**config.mk**
```make
export PLATFORM = sky130hd
export DESIGN_NAME = mc_controller
export DESIGN_NICKNAME = d
export VERILOG_FILES = /design/src/rtl/mc_ctrl_pkg.sv /design/src/rtl/cond_unit.sv /design/src/rtl/mc_controller.sv
export SDC_FILE = /design/constraint.sdc
export NUM_CORES = 1
export LEC_CHECK = 0
export BUFFER_PORTS_ARGS = -buffer_cell sky130_fd_sc_hd__buf_2
export CAP_MARGIN = 20
export CORE_MARGIN = 3
export CORE_UTILIZATION = 30
export CTS_BUF_LIST = sky130_fd_sc_hd__clkbuf_8 sky130_fd_sc_hd__clkbuf_16
export CTS_CLUSTER_DIAMETER = 80
export CTS_CLUSTER_SIZE = 25
export DETAILED_ROUTE_END_ITERATION = 7
export GPL_ROUTABILITY_DRIVEN = 0
export GPL_TIMING_DRIVEN = 0
export PLACE_DENSITY = 0.65
export SLEW_MARGIN = 20
export SYNTH_ARGS = -nofsm -noshare
export SYNTH_HDL_FRONTEND = slang
export SYNTH_SLANG_ARGS = --single-unit
```
**constraint.sdc**
```tcl
create_clock -name clk -period 1.6 [get_ports clk]
set_input_delay 0.24 -clock clk [delete_from_list [all_inputs] [get_ports clk]]
set_output_delay 0.24 -clock clk [all_outputs]
set_load 0.01 [all_outputs]
```
**src/rtl/mc_ctrl_pkg.sv**
```systemverilog
// rtl/mc_ctrl_pkg.sv - shared encodings for the multicycle controller
package mc_ctrl_pkg;

  typedef enum logic [3:0] {
    FETCH    = 4'd0,
    DECODE   = 4'd1,
    MEMADR   = 4'd2,
    MEMRD    = 4'd3,
    MEMWB    = 4'd4,
    MEMWR    = 4'd5,
    EXECUTER = 4'd6,
    EXECUTEI = 4'd7,
    ALUWB    = 4'd8,
    BRANCH   = 4'd9
  } state_t;

  localparam logic [2:0] ALU_ADD = 3'b000;
  localparam logic [2:0] ALU_SUB = 3'b001;
  localparam logic [2:0] ALU_AND = 3'b010;
  localparam logic [2:0] ALU_ORR = 3'b011;
  localparam logic [2:0] ALU_EOR = 3'b100;

  localparam logic       ADR_PC     = 1'b0;
  localparam logic       ADR_ALUOUT = 1'b1;

  localparam logic [1:0] SRCA_A      = 2'b00;
  localparam logic [1:0] SRCA_PC     = 2'b01;
  localparam logic [1:0] SRCA_ALUOUT = 2'b10;

  localparam logic [1:0] SRCB_WD   = 2'b00;
  localparam logic [1:0] SRCB_IMM  = 2'b01;
  localparam logic [1:0] SRCB_FOUR = 2'b10;

  localparam logic [1:0] RES_ALUOUT    = 2'b00;
  localparam logic [1:0] RES_DATA      = 2'b01;
  localparam logic [1:0] RES_ALURESULT = 2'b10;

  localparam logic [1:0] OP_DP  = 2'b00;
  localparam logic [1:0] OP_MEM = 2'b01;
  localparam logic [1:0] OP_BR  = 2'b10;
  localparam logic [1:0] OP_NOP = 2'b11;

  localparam logic [3:0] CMD_ADD = 4'b0100;
  localparam logic [3:0] CMD_SUB = 4'b0010;
  localparam logic [3:0] CMD_AND = 4'b0000;
  localparam logic [3:0] CMD_ORR = 4'b1100;
  localparam logic [3:0] CMD_EOR = 4'b0001;
  localparam logic [3:0] CMD_CMP = 4'b1010;

  localparam logic [3:0] COND_EQ = 4'b0000;
  localparam logic [3:0] COND_NE = 4'b0001;
  localparam logic [3:0] COND_CS = 4'b0010;
  localparam logic [3:0] COND_CC = 4'b0011;
  localparam logic [3:0] COND_MI = 4'b0100;
  localparam logic [3:0] COND_PL = 4'b0101;
  localparam logic [3:0] COND_VS = 4'b0110;
  localparam logic [3:0] COND_VC = 4'b0111;
  localparam logic [3:0] COND_HI = 4'b1000;
  localparam logic [3:0] COND_LS = 4'b1001;
  localparam logic [3:0] COND_GE = 4'b1010;
  localparam logic [3:0] COND_LT = 4'b1011;
  localparam logic [3:0] COND_GT = 4'b1100;
  localparam logic [3:0] COND_LE = 4'b1101;
  localparam logic [3:0] COND_AL = 4'b1110;

endpackage

```
**src/rtl/cond_unit.sv**
```systemverilog
// rtl/cond_unit.sv - NZCV flag register, condition evaluation and CondExQ latch
module cond_unit
  import mc_ctrl_pkg::*;
(
  input  logic       clk,
  input  logic       reset,
  input  logic [3:0] cond,
  input  logic [3:0] aluflags,
  input  logic       capture,
  input  logic       flagwrite_nz,
  input  logic       flagwrite_cv,
  output logic       condexq,
  output logic [3:0] flags
);

  logic n, z, c, v;
  logic condex;

  assign {n, z, c, v} = flags;

  // Evaluate the condition field against the registered flags
  always_comb begin
    condex = 1'b0;
    case (cond)
      COND_EQ: condex = z;
      COND_NE: condex = ~z;
      COND_CS: condex = c;
      COND_CC: condex = ~c;
      COND_MI: condex = n;
      COND_PL: condex = ~n;
      COND_VS: condex = v;
      COND_VC: condex = ~v;
      COND_HI: condex = c & ~z;
      COND_LS: condex = ~c | z;
      COND_GE: condex = (n == v);
      COND_LT: condex = (n != v);
      COND_GT: condex = ~z & (n == v);
      COND_LE: condex = z | (n != v);
      COND_AL: condex = 1'b1;
      default: condex = 1'b0;
    endcase
  end

  // Latch the condition once per instruction and update flags only when it passed
  always_ff @(posedge clk) begin
    if (reset) begin
      flags   <= 4'b0000;
      condexq <= 1'b0;
    end else begin
      if (capture)
        condexq <= condex;
      if (flagwrite_nz && condexq)
        flags[3:2] <= aluflags[3:2];
      if (flagwrite_cv && condexq)
        flags[1:0] <= aluflags[1:0];
    end
  end

endmodule

```
**src/rtl/mc_controller.sv**
```systemverilog
// rtl/mc_controller.sv - multicycle ARM-subset control FSM and ALU decode
module mc_controller
  import mc_ctrl_pkg::*;
(
  input  logic        clk,
  input  logic        reset,
  input  logic [19:0] Instr,
  input  logic [3:0]  ALUFlags,
  output logic        PCWrite,
  output logic        MemWrite,
  output logic        RegWrite,
  output logic        IRWrite,
  output logic        AdrSrc,
  output logic [1:0]  RegSrc,
  output logic [1:0]  ALUSrcA,
  output logic [1:0]  ALUSrcB,
  output logic [1:0]  ResultSrc,
  output logic [1:0]  ImmSrc,
  output logic [2:0]  ALUControl,
  output logic [3:0]  State
);

  state_t     state, state_next;
  logic [3:0] cond;
  logic [1:0] op;
  logic [5:0] funct;
  logic       unused_rd;

  logic [2:0] alu_dec;
  logic       nowrite, supported, cv_cmd;
  logic       is_exec, fw_nz, fw_cv;
  logic       condexq;
  logic [3:0] flags;

  assign cond      = Instr[19:16];
  assign op        = Instr[15:14];
  assign funct     = Instr[13:8];
  assign unused_rd = ^{Instr[7:4], flags};
  assign State     = state;
  assign ImmSrc    = op;

  // Map the data-processing command to an ALU operation and its side effects
  always_comb begin
    alu_dec   = ALU_ADD;
    nowrite   = 1'b0;
    supported = 1'b1;
    cv_cmd    = 1'b0;
    case (funct[4:1])
      CMD_ADD: cv_cmd = 1'b1;
      CMD_SUB: begin alu_dec = ALU_SUB; cv_cmd = 1'b1; end
      CMD_AND: alu_dec = ALU_AND;
      CMD_ORR: alu_dec = ALU_ORR;
      CMD_EOR: alu_dec = ALU_EOR;
      CMD_CMP: begin alu_dec = ALU_SUB; cv_cmd = 1'b1; nowrite = 1'b1; end
      default: begin nowrite = 1'b1; supported = 1'b0; end
    endcase
  end

  assign is_exec = (state == EXECUTER) || (state == EXECUTEI);
  assign fw_nz   = is_exec & funct[0] & supported;
  assign fw_cv   = fw_nz & cv_cmd;

  cond_unit u_cond (
    .clk          (clk),
    .reset        (reset),
    .cond         (cond),
    .aluflags     (ALUFlags),
    .capture      (state == DECODE),
    .flagwrite_nz (fw_nz),
    .flagwrite_cv (fw_cv),
    .condexq      (condexq),
    .flags        (flags)
  );

  // State register
  always_ff @(posedge clk) begin
    if (reset)
      state <= FETCH;
    else
      state <= state_next;
  end

  // Sequence each instruction class through its state path
  always_comb begin
    state_next = FETCH;
    case (state)
      FETCH:  state_next = DECODE;
      DECODE: begin
        case (op)
          OP_MEM:  state_next = MEMADR;
          OP_BR:   state_next = BRANCH;
          OP_DP:   state_next = funct[5] ? EXECUTEI : EXECUTER;
          default: state_next = FETCH;
        endcase
      end
      EXECUTER: state_next = ALUWB;
      EXECUTEI: state_next = ALUWB;
      MEMADR:   state_next = funct[0] ? MEMRD : MEMWR;
      MEMRD:    state_next = MEMWB;
      default:  state_next = FETCH;
    endcase
  end

  // Moore outputs per state; enables are held low while reset is asserted
  always_comb begin
    PCWrite    = 1'b0;
    MemWrite   = 1'b0;
    RegWrite   = 1'b0;
    IRWrite    = 1'b0;
    AdrSrc     = ADR_PC;
    RegSrc     = 2'b00;
    ALUSrcA    = SRCA_A;
    ALUSrcB    = SRCB_WD;
    ResultSrc  = RES_ALUOUT;
    ALUControl = ALU_ADD;
    case (state)
      FETCH: begin
        IRWrite = 1'b1; PCWrite = 1'b1;
        ALUSrcA = SRCA_PC; ALUSrcB = SRCB_FOUR; ResultSrc = RES_ALURESULT;
      end
      DECODE: begin
        ALUSrcA = SRCA_PC; ALUSrcB = SRCB_FOUR; ResultSrc = RES_ALURESULT;
      end
      EXECUTER: ALUControl = alu_dec;
      EXECUTEI: begin ALUSrcB = SRCB_IMM; ALUControl = alu_dec; end
      ALUWB:    RegWrite = condexq & ~nowrite;
      MEMADR:   begin ALUSrcB = SRCB_IMM; RegSrc = 2'b10; end
      MEMRD:    AdrSrc = ADR_ALUOUT;
      MEMWB:    begin ResultSrc = RES_DATA; RegWrite = condexq; end
      MEMWR:    begin AdrSrc = ADR_ALUOUT; RegSrc = 2'b10; MemWrite = condexq; end
      BRANCH: begin
        RegSrc = 2'b01; ALUSrcB = SRCB_IMM; ResultSrc = RES_ALURESULT;
        PCWrite = condexq;
      end
      default: ;
    endcase
    if (reset) begin
      PCWrite  = 1'b0;
      MemWrite = 1'b0;
      RegWrite = 1'b0;
      IRWrite  = 1'b0;
    end
  end

endmodule

```
==> impl_metrics.yaml, run 1 <==
critical_path:
  cp_data_arrival_time_ns: 1.46
  start_kind: "flip-flop"
  reg2reg_slack_ns: 0.01
  path_depth: 5
  path_cells: "buf_8 > or3_4 > nor3_4 > o21bai_1 > buf_2"
  r2r_cells: 6
  cp_slowest_cell: "or3_4"
  worstSetupPathType: "flip-flop to primary output"
  path_buf_inv: 2
  crit_fanout: 4
  worstPathRequired_ns: 1.36
  critPathTopFamily: "simple AND/OR/NAND/NOR gates"
  crit_path_max_incr_delay_ns: 0.38
  endpoint_kind: "primary output"
  timing.rr.start: "State[3]"
  rr_endpoint: "u_cond.flags[0]"
clock_network:
  cts_tree: "built"
  clk_latency_ns: 0.23
  cts_made_buffers: 3
  cts_root_buffer: "clkbuf_8"
  clock_sink_count: 9
  htree_levels: 1
  clk_path_buf_depth: 2
  clkTransAtPathRegs_ns: 0.04
outcome:
  violations: "setup timing"
  outcome: "finished, violations left"
final_layout:
  diodes: 0
  drive_gt1_share_pct: 51.45
  postLayoutCoreUtil_pct: 52.19
  area_growth_syn_to_layout_pct: 62.27
  nFillCells: 279
  nNetsFinal: 200
routing:
  vias: 1097
  finalWirelength_um: 2845
  drtPass1Iterations: 4
  wl_per_cell_um: 13.95
  drtIter0Drc: 96
  avgViaCountPerCell: 5.377
  post-route-drc-count: 0
  antenna_left: 0
sta:
  fmax_ghz: 0.5896
  hold_viol: 0
  drv_slew: 0
  skew_ns: 0.0009423
  period_share_pct: 106.0
  layout_min_cycle_time_ns: 1.696
  rsz0062_at_grt: "yes"
  fin_ws_ns: -0.09612
  setup_violations: 4
power_and_ir_drop:
  power_frac_seq_pct: 30.1
  p_leak_nw: 0.6492
  combPwrFrac_pct: 39.1
  p_int_mw: 0.5561
  swShare_pct: 32.10
  p_per_area_nw_per_um2: 559.5
  power.total_mw: 0.8190
  power.switching_mw: 0.2629
  p_clk_share_pct: 30.8
  irDropWorstVdd_uv: 318.7
logic_synthesis:
  yosysWarnings: 0
  ys_seq_elements: 9
  synth_edf_count: 0
  netlist_instances: 119
  synth-main-ff-cell: "dfxtp_1"
  synth_cell_types: 45
  synth_area_um2: 902.1
  seq_area_frac_synth_pct: 19.97
  syn_avg_cell_area_um2: 7.581
  synth-async-reset-ratio_pct: 0
  synth_fp_nets: 145
hold_path:
  holdPathEnd: "u_cond.flags[1]"
  holdCritStartpoint: "ALUFlags[1]"
  hold_path_class: "primary input to flip-flop"
  whs_path_depth: 3
placement:
  dpl.hpwl_um: 1981
  io_buffers: 35
  place_ws_ns: -0.08275
global_routing:
  grt_max_degree: 11
  grt_busiest_layer: "met2"
  overflow: 0
  grt_pass1_wl_um: 4367
  use_met2_pct: 28.09
  met1_usage_pct: 18.45
  antenna_found_initial: 0
  grt_pass1_vias: 1006
  gr-usage-all-layers_pct: 15.19
  met3_usage_pct: 3.191
floorplan:
  start_util_pct: 32.16
  io_pins: 48
  coreArea_um2: 2805
  fp.dieW_um: 60.84
  dieHeight_um: 60.84
  rows: 19
  die-area_um2: 3701
run:
  maxCapViolCount: 0
[cells by family after synthesis]
group / count (synthesis) / synth area share (%)
compound gates: 29 / 23.30
other cells: 1 / 0.4157
xor+xnor: 5 / 4.854
flops: 9 / 19.97
simple gates: 53 / 35.51
buf+inv: 16 / 9.154
mux: 6 / 6.796
[worst register-to-register path, stage by stage, from the launching register on]
cell and delay [ns]:
dfxtp_4 0.34, buf_4 0.13, nand3b_1 0.20, buf_4 0.17, a2111o_1 0.43, mux2i_1 0.16
nor2_1 0.05
[layer usage]
| metal | share of wire (%) | vias to the layer above |
|---|---|---|
| li1 | - | 545 |
| met1 | 43 | 510 |
| met2 | 50 | 42 |
| met3 | 7.0 | 0 |
| met4 | 0 | 0 |
| met5 | 0 | - |
[sequential cells by signal (all words and copies together), names as in the netlist]
register	count
State	4
u_cond.condexq	1
u_cond.flags	4
[synth_stat cells, types with 3 or more instances]
library cell | number | share of area [%]
buf_4 | 5 | 4.2
buf_2 | 3 | 1.7
inv_1 | 3 | 1.2
dfxtp_1 | 9 | 20
nor3_1 | 7 | 3.9
nor2_1 | 13 | 5.4
nor4_1 | 3 | 2.1
mux2i_1 | 5 | 5.5
a21oi_1 | 6 | 3.3
nand3_1 | 3 | 1.7
o21ai_0 | 5 | 2.8
xor2_1 | 4 | 3.9
nand2b_1 | 7 | 4.9
clkbuf_1 | 5 | 2.1
nand3b_1 | 5 | 4.2
[power groups by stage]
stage,clock network (mW),registers (mW),logic (mW)
finish,0.252,0.246,0.320
global route,0.278,0.248,0.347
CTS,0.261,0.245,0.294
detailed placement,0,0.251,0.252
global placement,0,0.250,0.244
floorplan,0,0.252,0.166
[layout make-up]
| class | instances | area [um2] | area share, % |
|---|---|---|---|
| flip-flops and latches | 9 | 188.9 | 12.91 |
| inverters | 3 | 11.26 | 0.7692 |
| plain buffers | 12 | 91.34 | 6.239 |
| clock inverters | 1 | 3.754 | 0.2564 |
| repair buffers | 51 | 319.1 | 21.79 |
| clock buffers | 3 | 41.29 | 2.821 |
| multi-input cells | 94 | 769.5 | 52.56 |
| well taps | 31 | 38.79 | 2.650 |
[worst max path at each step]
stage	from	to	slack (ns)
2_1_floorplan	State[3]	PCWrite	0.02
3_3_place_gp	Instr[11]	RegWrite	-0.09
3_5_place_dp	State[3]	RegWrite	-0.08
4_1_cts	State[3]	PCWrite	-0.11
5_1_grt	State[0]	MemWrite	-0.16
6_report	State[3]	PCWrite	-0.1
[placed cells by master (no fill, tap or decap), types with 2 or more instances in the layout]
cell type,Yosys,final
nor2_4,0,2
clkbuf_1,5,2
buf_2,3,36
a21oi_1,6,6
nor3_1,7,4
dfxtp_1,9,6
clkbuf_8,0,3
o21ai_1,0,2
buf_6,0,4
o22ai_1,2,2
xor2_1,4,4
nand3_1,3,3
nor2_1,13,11
inv_1,3,4
dfxtp_4,0,2
or2_4,0,2
nand2_1,2,2
buf_4,5,18
nor3_2,0,2
mux2i_1,5,5
nand3b_1,5,5
o21ai_0,5,2
nor4_4,0,2
nand2b_1,7,6
[timing repair]
item                       CTS  global route
resized for setup           20            23
pin swaps                    5            10
setup endpoints to repair   19            15
hold buffers                 0             0
buffers inserted            13             3
[metrics by stage]
stage	instances	TNS [ns]	instance area, um2	hold slack, ns
global placement	185	-0.1441	1135	0.4724
detailed placement	185	-0.2914	1135	0.4775
CTS	202	-0.2419	1354	0.2339
finish	204	-0.2582	1464	0.2433
floorplan	119	0	920.9	0.3839
global route	204	-0.9713	1464	0.2477
Power figures use the tool's default switching activity.
==> inputs of run 2 (changes only) <==
Settings changed: SKIP_CTS_REPAIR_TIMING from default to 1.
==> run 2 against run 1 <==
The run still ends with setup timing left. Routed wire length decreased by 5.7%. Register-to-register slack improved by 0.03 ns. Combinational power decreased by 5%. Count of clock-buffer cells in the layout unchanged. Die area unchanged. Total power decreased by 1.5%. Clock skew about the same. Worst hold slack got worse by 0.011 ns. Global-route usage decreased by 1.7 points. Sequential share of layout area increased by 0.77 points. Highest routed layer unchanged.
==> impl_metrics.yaml, run 2 (synthesis results as in run 1) <==
outcome:
  outcome: "finished, violations left"
  violations: "setup timing"
final_layout:
  layout.cells.non_filler: 199
  drive_gt1_share_pct: 47.62
  postLayoutCoreUtil_pct: 49.24
  nNetsFinal: 195
  final_cell_area_um2: 1381
  diodes: 0
  most-common-layout-cells: "buf_2, buf_4, nor2_1"
  area_growth_syn_to_layout_pct: 53.12
  final_common_cell: "buf_2"
clock_network:
  clkTransAtPathRegs_ns: 0.04
  clk_latency_ns: 0.23
  clk_path_buf_depth: 2
  cts_tree: "built"
  cts_made_buffers: 3
  clock_sink_count: 9
  cts_root_buffer: "clkbuf_8"
  htree_levels: 1
sta:
  setup_violations: 5
  period_share_pct: 108.5
  layout_min_cycle_time_ns: 1.735
  rsz0062_at_grt: "yes"
  skew_ns: 0.001253
  fin_ws_ns: -0.1354
  hold_viol: 0
  drv_slew: 0
  fmax_ghz: 0.5762
floorplan:
  die-area_um2: 3701
  dieHeight_um: 60.84
  rows: 19
  fp.dieW_um: 60.84
  io_pins: 48
  coreArea_um2: 2805
  start_util_pct: 32.16
power_and_ir_drop:
  irDropWorstVdd_uv: 320.6
  power.total_mw: 0.8068
  p_leak_nw: 0.6149
  p_per_area_nw_per_um2: 584.1
critical_path:
  cp_data_arrival_time_ns: 1.50
  crit_fanout: 5
  endpoint_kind: "primary output"
  timing.rr.start: "State[2]"
  worstPathRequired_ns: 1.36
  critPathCapture: "RegWrite"
  rr_endpoint: "u_cond.flags[0]"
  start_kind: "flip-flop"
  reg2reg_slack_ns: 0.04
  worstSetupPathType: "flip-flop to primary output"
  worstSetupStartpoint: "State[2]"
  r2r_cells: 6
routing:
  wl_per_cell_um: 13.48
  drtPass1Iterations: 4
  vias: 1069
  finalWirelength_um: 2682
  antenna_left: 0
  post-route-drc-count: 0
  avgViaCountPerCell: 5.372
  drtIter0Drc: 67
global_routing:
  grt_pass1_wl_um: 3884
  gr-usage-all-layers_pct: 13.45
  grt_pass1_vias: 886
  grt_max_degree: 11
  antenna_found_initial: 0
  overflow: 0
placement:
  io_buffers: 35
  dpl.hpwl_um: 1981
  post_dp_cell_area_um2: 1135
  dpl.cell_count: 185
run:
  maxCapViolCount: 0
hold_path:
  hold_path_class: "primary input to flip-flop"
[run 2: area by class of cell]
| cell class | instances | area [um2] |
|---|---|---|
| fill | 289 | 1424 |
| multi-input combinational | 94 | 719.4 |
| timing repair buffer | 45 | 267.8 |
| sequential | 9 | 188.9 |
| buffer | 13 | 110.1 |
| clock buffer | 3 | 41.29 |
| tap | 31 | 38.79 |
| inverter | 3 | 11.26 |
| clock inverter | 1 | 3.754 |
[run 2: power breakdown]
group / internal [mW] / switching (mW)
Sequential: 0.236 / 0.0110
Combinational: 0.150 / 0.155
Clock: 0.167 / 0.0882
Total: 0.553 / 0.254
[run 2: how the worst min path moves through the flow]
stage | start | endpoint | slack [ns] | cells after the start
6_report | reset | State[3] | 0.23 | 2
5_1_grt | reset | State[3] | 0.24 | 2
4_1_cts | ALUFlags[1] | u_cond.flags[1] | 0.24 | 3
3_5_place_dp | ALUFlags[1] | u_cond.flags[1] | 0.48 | 3
3_3_place_gp | reset | State[3] | 0.47 | 2
2_1_floorplan | ALUFlags[0] | u_cond.flags[0] | 0.38 | 2
[run 2: worst max-delay path, cell delays in order (launching register included)]
cell and delay, ns:
dfxtp_4 0.35, buf_8 0.12, nand2b_4 0.13, o21bai_4 0.17
a2111oi_4 0.30, buf_2 0.19
[run 2: through the flow]
stage	TNS [ns]	setup WS, ns	hold WS [ns]
after global routing	-0.8791	-0.2005	0.2426
after floorplan	0	0.01565	0.3839
after global placement	-0.1441	-0.08827	0.4724
after CTS	-3.223	-0.3449	0.2414
final	-0.3184	-0.1354	0.2322
after detailed placement	-0.2914	-0.08275	0.4775
[run 2: metal layers]
| layer | vias up | share of wire (%) | wire length, um | track usage (%) |
|---|---|---|---|---|
| met1 | 499 | 43 | 1155 | 17.68 |
| met4 | 0 | 0 | 0 | 1.858 |
| met5 | - | 0 | 0 | 0 |
| li1 | 539 | - | - | - |
| met2 | 31 | 51 | 1367 | 22.90 |
| met3 | 0 | 5.9 | 159 | 3.191 |
